## src/rtl/console_cursor_ctrl.sv

```systemverilog
// console_cursor_ctrl: turns a stream of ASCII codes into writes to a
// NUM_ROWS x NUM_COLS character buffer and tracks the cursor position.
// Handles printable characters, CR, LF, BS and FF (screen clear).
// Build option: define CONSOLE_SCROLL_EN to scroll the screen up one row
// when the cursor advances past the last row. Without it the cursor wraps
// to (0,0) and no scroll hardware is built.
module console_cursor_ctrl #(
  parameter int NUM_ROWS = 3,
  parameter int NUM_COLS = 10,
  localparam int AW = $clog2(NUM_ROWS * NUM_COLS),
  localparam int RW = $clog2(NUM_ROWS),
  localparam int CW = $clog2(NUM_COLS)
) (
  input  logic          clk,
  input  logic          reset,
  input  logic          in_valid,
  input  logic [6:0]    in_char,
  input  logic [1:0]    in_color,
  output logic          in_ready,
  output logic          buf_we,
  output logic [AW-1:0] buf_addr,
  output logic [8:0]    buf_wdata,
  output logic [AW-1:0] buf_raddr,
  input  logic [8:0]    buf_rdata,
  output logic [RW-1:0] cursor_row,
  output logic [CW-1:0] cursor_col,
  output logic          busy
);

  localparam logic [1:0] IDLE        = 2'd0;
  localparam logic [1:0] CLEAR       = 2'd1;
`ifdef CONSOLE_SCROLL_EN
  localparam logic [1:0] SCROLL_COPY = 2'd2;
  localparam logic [1:0] SCROLL_FILL = 2'd3;

  localparam logic [AW-1:0] LAST_COPY = AW'((NUM_ROWS - 1) * NUM_COLS - 1);
  localparam logic [AW-1:0] FILL_BASE = AW'((NUM_ROWS - 1) * NUM_COLS);
  localparam logic [AW-1:0] LAST_FILL = AW'(NUM_COLS - 1);
`endif

  localparam logic [8:0]    BLANK     = 9'h020;
  localparam logic [AW-1:0] LAST_CELL = AW'(NUM_ROWS * NUM_COLS - 1);
  localparam logic [RW-1:0] LAST_ROW  = RW'(NUM_ROWS - 1);
  localparam logic [CW-1:0] LAST_COL  = CW'(NUM_COLS - 1);

  localparam logic [6:0] CH_BS = 7'h08;
  localparam logic [6:0] CH_LF = 7'h0A;
  localparam logic [6:0] CH_FF = 7'h0C;
  localparam logic [6:0] CH_CR = 7'h0D;

  logic [1:0]    state;
  logic [AW-1:0] cnt;
  logic          accept;
  logic          printable;
  logic          advance;
  logic [AW-1:0] cur_addr;

  // Characters are only taken while no clear/scroll sequence is running
  assign in_ready  = (state == IDLE);
  assign busy      = ~in_ready;
  assign accept    = in_valid & in_ready;
  assign printable = (in_char >= 7'h20) && (in_char <= 7'h7E);
  // A printable in the last column or an LF moves to the start of the next line
  assign advance   = (printable && (cursor_col == LAST_COL)) || (in_char == CH_LF);
  assign cur_addr  = AW'(cursor_row) * AW'(NUM_COLS) + AW'(cursor_col);

`ifdef CONSOLE_SCROLL_EN
  // Scroll copy reads one row ahead of the address it writes
  assign buf_raddr = cnt + AW'(NUM_COLS);
`else
  logic [8:0] unused_rdata;
  assign unused_rdata = buf_rdata;
  assign buf_raddr    = '0;
`endif

  // Sequencer: character handling in IDLE, address walk for clear and scroll
  always_ff @(posedge clk) begin
    buf_we <= 1'b0;
    if (reset) begin
      state      <= CLEAR;
      cnt        <= '0;
      cursor_row <= '0;
      cursor_col <= '0;
      buf_addr   <= '0;
      buf_wdata  <= '0;
    end else begin
      case (state)
        IDLE: begin
          if (accept) begin
            if (printable) begin
              buf_we     <= 1'b1;
              buf_addr   <= cur_addr;
              buf_wdata  <= {in_color, in_char};
              cursor_col <= cursor_col + 1'b1;
            end else begin
              case (in_char)
                CH_CR: cursor_col <= '0;
                CH_BS: begin
                  if (cursor_col != '0) begin
                    cursor_col <= cursor_col - 1'b1;
                    buf_we     <= 1'b1;
                    buf_addr   <= cur_addr - AW'(1);
                    buf_wdata  <= BLANK;
                  end
                end
                CH_FF: begin
                  state      <= CLEAR;
                  cnt        <= '0;
                  cursor_row <= '0;
                  cursor_col <= '0;
                end
                default: ;
              endcase
            end
            // Later assignment overrides the column increment above on wrap
            if (advance) begin
              cursor_col <= '0;
              if (cursor_row != LAST_ROW) begin
                cursor_row <= cursor_row + 1'b1;
              end else begin
`ifdef CONSOLE_SCROLL_EN
                state <= SCROLL_COPY;
                cnt   <= '0;
`else
                cursor_row <= '0;
`endif
              end
            end
          end
        end
        CLEAR: begin
          buf_we    <= 1'b1;
          buf_addr  <= cnt;
          buf_wdata <= BLANK;
          cnt       <= cnt + 1'b1;
          if (cnt == LAST_CELL) begin
            state <= IDLE;
            cnt   <= '0;
          end
        end
`ifdef CONSOLE_SCROLL_EN
        SCROLL_COPY: begin
          buf_we    <= 1'b1;
          buf_addr  <= cnt;
          buf_wdata <= buf_rdata;
          cnt       <= cnt + 1'b1;
          if (cnt == LAST_COPY) begin
            state <= SCROLL_FILL;
            cnt   <= '0;
          end
        end
        SCROLL_FILL: begin
          buf_we    <= 1'b1;
          buf_addr  <= FILL_BASE + cnt;
          buf_wdata <= BLANK;
          cnt       <= cnt + 1'b1;
          if (cnt == LAST_FILL) begin
            state      <= IDLE;
            cnt        <= '0;
            cursor_row <= LAST_ROW;
            cursor_col <= '0;
          end
        end
`endif
        default: begin
          state <= CLEAR;
          cnt   <= '0;
        end
      endcase
    end
  end

endmodule

```

## config.mk

```make
export PLATFORM = sky130hd
export DESIGN_NAME = console_cursor_ctrl
export DESIGN_NICKNAME = d
export VERILOG_FILES = /design/src/rtl/console_cursor_ctrl.sv
export SDC_FILE = /design/constraint.sdc
export NUM_CORES = 1
export LEC_CHECK = 0
export CORE_MARGIN = 1.5
export CORE_UTILIZATION = 40
export DETAILED_ROUTE_END_ITERATION = 16
export PLACE_DENSITY = 0.8
export SETUP_SLACK_MARGIN = 0.15
export SLEW_MARGIN = 30
export SYNTH_ARGS = -nofsm -noshare
export SYNTH_HDL_FRONTEND = slang
export SYNTH_SLANG_ARGS = --single-unit
export TNS_END_PERCENT = 30
```

## constraint.sdc

```tcl
create_clock -name clk -period 3.4 [get_ports clk]
set_input_delay 0.68 -clock clk [delete_from_list [all_inputs] [get_ports clk]]
set_output_delay 0.68 -clock clk [all_outputs]
set_load 0.05 [all_outputs]
```

==> results.sh <==
export IMPL_gr_total_overflow=0
export IMPL_end_kind="flop"
export IMPL_dp_hpwl_mm=2.66
export IMPL_clk_pin_slew_ps=100
export IMPL_leakagePower_nw=0.728
export IMPL_synthFlopType="dfxtp_1"
export IMPL_reg2reg_from="cursor_col[0]"
export IMPL_start_util=0.431
export IMPL_synth_edff_count=0
export IMPL_path_class="in -> reg"
export IMPL_r2r_end="buf_addr[4]"
export IMPL_num_vias=1466
export IMPL_fin_worst_skew_ps=7.35
export IMPL_ys_ff_latch=27
export IMPL_wl_per_cell_um=13.9
export IMPL_cp_startpoint="in_char[5]"
export IMPL_synth_area_mm2=0.00163
export IMPL_place_gp_congestion=0.766
export IMPL_status="complete, no violations"
export IMPL_routed_wl_mm=3.65
export IMPL_synthCells=184
export IMPL_drtPass1Iterations=4
export IMPL_final_util=0.536
export IMPL_cts_sinks=27
export IMPL_cts_resized=0
export IMPL_synth_area_per_cell_um2=8.83
export IMPL_yosysMostFrequentCell="dfxtp_1"
export IMPL_area_delta_synth_final_pct=24.2
export IMPL_finalNetCount=246
export IMPL_die_w_um=66.7
export IMPL_grt_pass1_vias=1337
export IMPL_cp_start_kind="input port"
export IMPL_diodes=0
export IMPL_synth_top_area_frac=0.333
export IMPL_routed_via_density=5.60
export IMPL_worst_slack_ps=810
export IMPL_port_buffers=34
export IMPL_synth_cell_type_count=50
export IMPL_fp_coreArea_mm2=0.00377
export IMPL_fmax_mhz=386
export IMPL_maxCapViolations=0
export IMPL_rsz0062_at_grt="false"
export IMPL_critPathArrivalTime_ps=2780
export IMPL_die_y_um=66.7
export IMPL_r2r_slack_ps=1220
export IMPL_worstHoldPathType="reg -> reg"
export IMPL_hold_violations=0
export IMPL_synthTopCellsByCount="dfxtp_1, nor2_1, a21oi_1"
export IMPL_drc=0
export IMPL_detail_route_antenna_nets=0
export IMPL_slew_headroom=0.601
export IMPL_cts_post_setup_buffers_inserted=0
export IMPL_htree_levels=1
export IMPL_synth_top_cell_by_area="dfxtp_1"
export IMPL_track_usage=0.178
export IMPL_yosys_top_cells_area="dfxtp_1, ha_1, a21oi_1"
export IMPL_yosys_warnings=0
export IMPL_holdBufCountCts=0
export IMPL_layout_drive_gt1_share=0.0701
export IMPL_required_ps=3590
export IMPL_grt_max_degree=21
export IMPL_dieArea_mm2=0.00445
export IMPL_cts_tree="built"
export IMPL_crit_path_end="buf_addr[2]"
export IMPL_root_buffer="clkbuf_8"
export IMPL_cts_buffers=3
export IMPL_async_flop_share=0
export IMPL_min_period_ps=2590
export IMPL_synth_seq_area_share=0.333
export IMPL_clockBufferDepth=2
export IMPL_ir_worst_vdd_uv=138
export IMPL_row_count=22
export IMPL_place_ws_ps=539
export IMPL_ioPinCount=49
export IMPL_min_period_over_period=0.762
export IMPL_antenna_found_initial=0
export IMPL_drt_iter0_drc=77
export IMPL_finalSetupViolations=0
export IMPL_insertion_delay_ps=280
export IMPL_finalSetupTns_ps=0
export IMPL_worst_pin_slew_ps=596
export IMPL_power_density_mw_per_mm2=301
export IMPL_grt_first_pass_wirelength_mm=6.09
export IMPL_worstPathMaxFanout=14
export IMPL_r2r_cells=7
export IMPL_slew_viol_final=0
## routing by layer
metal / share of wire / GRT usage / routed length [um] / vias up
met5: 0 / 0 / 0 / -
met4: 0.010 / 0.0587 / 38 / 0
met3: 0.049 / 0.0203 / 177 / 5
met2: 0.48 / 0.308 / 1740 / 44
met1: 0.46 / 0.228 / 1690 / 685
li1: - / - / - / 732
## where the power goes
group / switching [mW] / internal, mW / leakage (nW) / total, mW
logic: 0.0573 / 0.0320 / 0.487 / 0.0893
clock network: 0.107 / 0.0834 / 0.0217 / 0.191
registers: 0.00634 / 0.322 / 0.219 / 0.329
## cell type report
| class | count | area, um2 |
|---|---|---|
| fillers | 361 | 1750 |
| multi-input cells | 135 | 970 |
| inverters | 12 | 45.0 |
| well taps | 48 | 60.1 |
| flip-flops and latches | 27 | 541 |
| clock inverters | 1 | 7.51 |
| repair buffers | 36 | 355 |
| clock buffers | 3 | 41.3 |
## how the worst min path moves through the flow
| stage | start | to | slack, ps | cells after the start |
|---|---|---|---|---|
| 6_report | buf_wdata[5] | buf_wdata[5] | 460 | 2 |
| 5_1_grt | buf_wdata[5] | buf_wdata[5] | 470 | 2 |
| 4_1_cts | buf_wdata[5] | buf_wdata[5] | 460 | 2 |
| 3_5_place_dp | buf_wdata[5] | buf_wdata[5] | 450 | 2 |
| 3_3_place_gp | buf_wdata[5] | buf_wdata[5] | 440 | 2 |
| 2_1_floorplan | cnt[4] | cnt[4] | 480 | 2 |
## sequential cells by signal (all words and copies together), names as in the netlist
name / count
state: 1
cursor_col: 4
buf_wdata: 9
cnt: 5
cursor_row: 2
buf_addr: 5
buf_we: 1
## worst max-delay path, cell delays in order
cell	delay, ps
clkdlybuf4s50_1	620
nand4_1	190
o22a_1	430
o21ai_4	450
a211oi_1	130
a221oi_1	270
## logic make-up after synthesis
logic type / count (synthesis) / synth area share
AO/OA/AOI/OAI: 51 / 0.240
XOR/XNOR: 4 / 0.0216
adder cells (fa/ha/maj): 10 / 0.0816
buffers and inverters: 26 / 0.0801
flip-flops: 27 / 0.333
multiplexers: 5 / 0.0316
other: 1 / 0.00231
AND/OR/NAND/NOR: 60 / 0.210
## placed cells by master (no fill, tap or decap), drive strengths merged, types with 2 or more instances in the layout
| cell type | instances |
|---|---|
| nand4 | 6 |
| mux2i | 4 |
| a211oi | 3 |
| a21oi | 16 |
| inv | 12 |
| nor3 | 4 |
| o32ai | 2 |
| dfxtp | 27 |
| o41ai | 2 |
| nand3b | 2 |
| o21ai | 6 |
| or3 | 3 |
| a31oi | 2 |
| clkdlybuf4s50 | 34 |
| nand2 | 6 |
| o31ai | 2 |
| clkbuf | 3 |
| o211ai | 2 |
| xnor2 | 3 |
| buf | 2 |
| ha | 9 |
| nor2 | 20 |
| nand3 | 5 |
| conb | 5 |
| a32oi | 8 |
| and3 | 3 |
| nor3b | 2 |
| nor2b | 2 |
## metrics by stage
step	hold slack [ps]	cell area, um2	instances	power (mW)
final	459	2020	262	0.608
after global placement	438	1970	258	0.424
after CTS	461	2020	262	0.613
after global routing	469	2020	262	0.637
after floorplan	476	1640	188	0.398
after detailed placement	446	1970	258	0.425
Power figures use the tool's default switching activity.
